File: src/rtl/mux_scan_pkg.sv
// mux_scan_pkg: shared types and helpers for the N-to-1 scanning mux.
//   mode_e     : FIXED (external select) / SCAN (internal pointer)
//   sel_width  : select/channel-index width for a given channel count
//   dwell_eff  : effective dwell length (a dwell of 0 behaves as 1)
package mux_scan_pkg;

  typedef enum logic {
    MODE_FIXED = 1'b0,
    MODE_SCAN  = 1'b1
  } mode_e;

  function automatic int sel_width(input int n);
    return (n < 2) ? 1 : $clog2(n);
  endfunction

  function automatic int unsigned dwell_eff(input int unsigned d);
    return (d == 0) ? 1 : d;
  endfunction

endpackage

File: src/rtl/mux_scan_ptr.sv
// mux_scan_ptr: scan pointer and dwell counter for SCAN mode.
//   clk, rst     : clock, async active-high reset
//   clear_i      : entering SCAN this cycle; pointer/counter read as 0
//   advance_i    : a SCAN beat is accepted this cycle
//   cfg_dwell_i  : beats per channel (0 behaves as 1)
//   ptr_o        : channel index the current beat uses
//   wrap_o       : current beat is the last dwell beat of channel N_CH-1
module mux_scan_ptr
  import mux_scan_pkg::*;
#(
  parameter int N_CH    = 16,
  parameter int SEL_W   = 4,
  parameter int DWELL_W = 8
) (
  input  logic               clk,
  input  logic               rst,
  input  logic               clear_i,
  input  logic               advance_i,
  input  logic [DWELL_W-1:0] cfg_dwell_i,
  output logic [SEL_W-1:0]   ptr_o,
  output logic               wrap_o
);

  logic [SEL_W-1:0]   ptr_q, ptr_d, ptr_cur;
  logic [DWELL_W-1:0] cnt_q, cnt_d, cnt_cur, term;
  logic               last;

  always_comb begin
    // On mode entry the beat of the same cycle already sees channel 0.
    ptr_cur = clear_i ? '0 : ptr_q;
    cnt_cur = clear_i ? '0 : cnt_q;
    term    = DWELL_W'(dwell_eff(32'(cfg_dwell_i)) - 1);
    // >= so a dwell shortened below the running count advances at once.
    last    = (cnt_cur >= term);
    ptr_d   = ptr_cur;
    cnt_d   = cnt_cur;
    if (advance_i) begin
      if (last) begin
        cnt_d = '0;
        ptr_d = (ptr_cur == SEL_W'(N_CH - 1)) ? '0 : ptr_cur + 1'b1;
      end else begin
        cnt_d = cnt_cur + 1'b1;
      end
    end
  end

  assign ptr_o  = ptr_cur;
  assign wrap_o = last && (ptr_cur == SEL_W'(N_CH - 1));

  always_ff @(posedge clk or posedge rst) begin
    if (rst) begin
      ptr_q <= '0;
      cnt_q <= '0;
    end else begin
      ptr_q <= ptr_d;
      cnt_q <= cnt_d;
    end
  end

endmodule

File: src/rtl/mux_scan_nto1.sv
// mux_scan_nto1: registered N-to-1 channel mux with valid/ready output
// handshake and an auto-scan mode with programmable dwell.
//   clk, rst            : clock, async active-high reset
//   datain              : packed channels, channel k at [k*DW +: DW]
//   in_valid / in_ready : input handshake (in_ready = !out_valid || out_ready)
//   mode                : 0 FIXED (use select), 1 SCAN (internal pointer)
//   select              : FIXED-mode channel index
//   cfg_dwell           : SCAN beats per channel (0 behaves as 1)
//   outd, out_ch        : registered data and the channel it came from
//   out_valid/out_ready : output handshake
//   sel_err             : FIXED beat from an out-of-range select (outd=0)
//   scan_wrap           : SCAN beat that is the last dwell beat of N_CH-1
module mux_scan_nto1
  import mux_scan_pkg::*;
#(
  parameter int N_CH    = 16,
  parameter int DW      = 1,
  parameter int SEL_W   = sel_width(N_CH),
  parameter int DWELL_W = 8
) (
  input  logic               clk,
  input  logic               rst,
  input  logic [N_CH*DW-1:0] datain,
  input  logic               in_valid,
  output logic               in_ready,
  input  logic               mode,
  input  logic [SEL_W-1:0]   select,
  input  logic [DWELL_W-1:0] cfg_dwell,
  output logic [DW-1:0]      outd,
  output logic [SEL_W-1:0]   out_ch,
  output logic               out_valid,
  input  logic               out_ready,
  output logic               sel_err,
  output logic               scan_wrap
);

  mode_e            state_q, state_d;
  logic             acc, entering;
  logic [SEL_W-1:0] ptr;
  logic             wrap;
  logic [DW-1:0]    fix_d, scan_d, outd_d;
  logic             fix_hit;
  logic [SEL_W-1:0] ch_d;
  logic             err_d, wrap_d;

  // mode is sampled every cycle; a beat in the switch cycle uses the new mode
  assign state_d  = mode ? MODE_SCAN : MODE_FIXED;
  assign entering = (state_q == MODE_FIXED) && (state_d == MODE_SCAN);
  assign in_ready = !out_valid || out_ready;
  assign acc      = in_valid && in_ready;

  mux_scan_ptr #(.N_CH(N_CH), .SEL_W(SEL_W), .DWELL_W(DWELL_W)) u_ptr (
    .clk        (clk),
    .rst        (rst),
    .clear_i    (entering),
    .advance_i  (acc && (state_d == MODE_SCAN)),
    .cfg_dwell_i(cfg_dwell),
    .ptr_o      (ptr),
    .wrap_o     (wrap)
  );

  always_comb begin
    fix_d   = '0;
    fix_hit = 1'b0;
    scan_d  = '0;
    // No channel match means select is beyond N_CH-1.
    for (int k = 0; k < N_CH; k++) begin
      if (select == SEL_W'(k)) begin
        fix_d   = datain[k*DW +: DW];
        fix_hit = 1'b1;
      end
      if (ptr == SEL_W'(k)) scan_d = datain[k*DW +: DW];
    end
    if (state_d == MODE_SCAN) begin
      outd_d = scan_d;
      ch_d   = ptr;
      err_d  = 1'b0;
      wrap_d = wrap;
    end else begin
      outd_d = fix_hit ? fix_d : '0;
      ch_d   = select;
      err_d  = !fix_hit;
      wrap_d = 1'b0;
    end
  end

  always_ff @(posedge clk or posedge rst) begin
    if (rst) begin
      state_q   <= MODE_FIXED;
      outd      <= '0;
      out_ch    <= '0;
      out_valid <= 1'b0;
      sel_err   <= 1'b0;
      scan_wrap <= 1'b0;
    end else begin
      state_q <= state_d;
      if (acc) begin
        outd      <= outd_d;
        out_ch    <= ch_d;
        out_valid <= 1'b1;
        sel_err   <= err_d;
        scan_wrap <= wrap_d;
      end else if (out_ready) begin
        out_valid <= 1'b0;
      end
    end
  end

endmodule

File: config.mk
export PLATFORM = sky130hd
export DESIGN_NAME = mux_scan_nto1
export DESIGN_NICKNAME = d
export VERILOG_FILES = /design/src/rtl/mux_scan_pkg.sv /design/src/rtl/mux_scan_ptr.sv /design/src/rtl/mux_scan_nto1.sv
export SDC_FILE = /design/constraint.sdc
export NUM_CORES = 1
export LEC_CHECK = 0
export ABC_AREA = 1
export BUFFER_PORTS_ARGS = -buffer_cell sky130_fd_sc_hd__buf_4
export CAP_MARGIN = 20
export CORE_UTILIZATION = 54
export CTS_CLUSTER_SIZE = 12
export DETAILED_ROUTE_END_ITERATION = 10
export GPL_TIMING_DRIVEN = 0
export HOLD_SLACK_MARGIN = 0.1
export PLACE_DENSITY = 0.8
export SKIP_CTS_REPAIR_TIMING = 1
export SLEW_MARGIN = 15
export SYNTH_ARGS = -nofsm -noshare
export SYNTH_HDL_FRONTEND = slang
export SYNTH_SLANG_ARGS = --single-unit
File: constraint.sdc
create_clock -name clk -period 2.5 [get_ports clk]
set_input_delay 0.25 -clock clk [delete_from_list [all_inputs] [get_ports clk]]
set_output_delay 0.25 -clock clk [all_outputs]
set_load 0.02 [all_outputs]
==> out/metrics.cfg <==
[pwr]
power_density_mw_per_mm2 = 361
p_switching_mw = 0.253
p_seq_frac = 0.477
p_comb_frac = 0.313
intPower_mw = 0.531
clock_power_share = 0.209
ir_worst_vdd_uv = 300
power_mw = 0.785
p_leak_nw = 1.14
sw_frac_of_total = 0.323

[worst_setup_path]
end_kind = register
required_ps = 2750
critical_path_class = in -> reg
arrival_ps = 2610
cp-start-kind = input pin
path_max_fanout = 7

[floorplan]
die-width_microns = 59.1
io_pins = 42
row_count = 20
die_h_microns = 59.1
die_area_sq_mm = 0.00350
core_area_sq_mm = 0.00308
start_util = 0.573

[clock_tree]
htreeDepth = 1
cts.sinks = 21
clockBufferDepth = 2
cts_tree = built
clk_latency_ps = 310
cts_buffers = 3
clkTransAtPathRegs_ps = 120
clockRootBuffer = clkbuf_4

[sta]
fin_crit_sh = 0.945
worst_pin_slew_ps = 775
skew_ps = 8.07
hold_ws_ps = 70.9
setup-violations-final = 0
period_needed_ps = 2360
slew_headroom = 0.483
hold_viol_final = 0
fmax_mhz = 423
report.final.slew_viol_count = 0

[synthesis]
ys_seq_area_frac = 0.298
ys_ff_latch = 21
ys_warn_count = 0
syn_avg_cell_area_sq_um = 7.00
netlist_area_sq_mm = 0.00176
synth_cells = 252
synth.distinct_cells = 34
synth_nets = 299

[grt]
grt_pass1_vias = 1559
antenna_found_initial = 0
grt_pass1_wl_microns = 6530
grt_max_degree = 22
track_usage = 0.246
overflow = 0

[finish]
layout.nets = 345
diodes = 0
syn2layout_area_growth_pct = 23.3
drive_gt1_frac = 0.212

[place]
portBuffers = 39
gp_congestion = 0.850
hpwl_microns = 3160

[routing]
vias = 1760
ant_nets = 0
routedWlPerCell_microns = 11.7
viasPerCell = 5.16
routed_wl_microns = 3980
first_pass_iters = 4
drtIter0Drc = 134
drc_errors = 0

[job]
maxCapViolCount = 0

[run_status]
outcome = complete, no violations

[min_path]
hp-class = in -> async

power groups by stage:
stage          clock network, mW  registers, mW  logic [mW]
4_1_cts                    0.167          0.375       0.242
6_report                   0.164          0.375       0.246
3_3_place_gp                   0          0.381       0.238
3_5_place_dp                   0          0.382       0.241
2_1_floorplan                  0          0.400       0.124
5_1_grt                    0.183          0.378       0.276
cell usage after synthesis:
library cell / n / area [sq um]
nand2_1: 47 / 176
inv_1: 40 / 150
nor2_1: 33 / 124
a21oi_1: 23 / 115
dfrtp_1: 21 / 526
nand3_1: 16 / 80.1
ha_1: 14 / 175
o21ai_0: 10 / 50.1
xor2_1: 6 / 52.6
nand2_2: 5 / 31.3
nor3_1: 4 / 20.0
xnor2_1: 4 / 35.0
a31oi_1: 3 / 18.8
nand4_1: 3 / 18.8
inv_2: 2 / 7.51
o211ai_1: 2 / 15.0
o31ai_1: 2 / 15.0
a211oi_1: 1 / 7.51
a22o_1: 1 / 8.76
a22oi_1: 1 / 7.51
buf_2: 1 / 5.00
buf_6: 1 / 11.3
clkbuf_1: 1 / 3.75
nand2_4: 1 / 11.3
nand3_2: 1 / 10.0
nor2_2: 1 / 6.26
nor2_4: 1 / 11.3
nor3b_1: 1 / 7.51
nor4_4: 1 / 21.3
o2111ai_1: 1 / 8.76
o21a_1: 1 / 7.51
o21bai_1: 1 / 7.51
o221ai_1: 1 / 8.76
o41ai_1: 1 / 8.76
sequential cells by signal, indices dropped and copies added, names as in the netlist:
register     flops
state_q          1
outd             1
out_valid        1
u_ptr.ptr_q      4
sel_err          1
u_ptr.cnt_q      8
scan_wrap        1
out_ch           4
path summary, 6_finish.rpt:
path | to | slack [ps] | cells after the start | startpoint
worst max-delay path | u_ptr.ptr_q[3] | 140 | 18 | cfg_dwell[3]
worst min-delay path | sel_err | 70 | 2 | rst
max in group asynchronous | scan_wrap | 1940 | 2 | rst
worst max register to register | u_ptr.cnt_q[1] | 230 | 13 | state_q
min in group clk | out_valid | 220 | 4 | out_ready
worst min register to register | sel_err | 500 | 2 | sel_err
metal layers:
metal  vias to the layer above  part of all wire  track usage
met5                         -                 0            0
li1                        915                 -            -
met2                        45              0.49        0.429
met3                         8             0.035       0.0349
met1                       792              0.46        0.302
met4                         0             0.015        0.109
kinds of logic (layout without fill, tap and decap cells):
logic type	count (synthesis)	after routing	synth area share
AO/OA/AOI/OAI	48	48	0.158
XOR/XNOR	10	10	0.0497
adder cells (fa/ha/maj)	14	14	0.0994
buffers and inverters	45	90	0.101
flip-flops	21	21	0.298
AND/OR/NAND/NOR	114	114	0.294
layout by cell type, fill, tap and decap left out, drive strengths merged:
cell type,count
nor3,4
o221ai,1
ha,14
dlygate4sd3,1
nand2,53
o21ai,10
a22o,1
xnor2,4
o2111ai,1
buf,42
a22oi,1
o211ai,2
nor2,35
nand3,17
nor4,1
a211oi,1
inv,42
o31ai,2
nor3b,1
o41ai,1
o21a,1
dfrtp,21
clkbuf,5
xor2,6
a31oi,3
a21oi,23
o21bai,1
nand4,3
final cells by class:
| class | instances | area, sq um |
|---|---|---|
| flip-flops and latches | 21 | 526 |
| inverters | 42 | 158 |
| multi-input cells | 186 | 1080 |
| plain buffers | 3 | 20.0 |
| clock buffers | 4 | 26.3 |
| fillers | 273 | 905 |
| repair buffers | 41 | 310 |
| well taps | 44 | 55.1 |
worst max-delay path, cell delays in order:
cell and delay [ps]:
buf_4 120, nor2_1 90, inv_1 70, nor3_2 160
a31oi_2 150, ha_1 250, nand2_1 90, xnor2_1 120
inv_1 60, ha_1 260, nand2_1 40, nor2_1 120
nand4_1 90, o2111ai_1 170, nand2_2 180, o21ai_0 210
o31ai_1 100, nor2_1 80
through the flow:
step                setup WS [ps]  setup TNS (ps)  std cells  instance area (sq um)   util
floorplan                     177               0        252                   1760      -
global placement             -334           -3160        335                   2110  0.686
detailed placement           -323           -3050        335                   2110  0.686
CTS                          13.1               0        339                   2140  0.694
global route                -8.05           -8.05        341                   2170  0.706
finish                        137               0        341                   2170  0.706
Power figures use the tool's default switching activity.
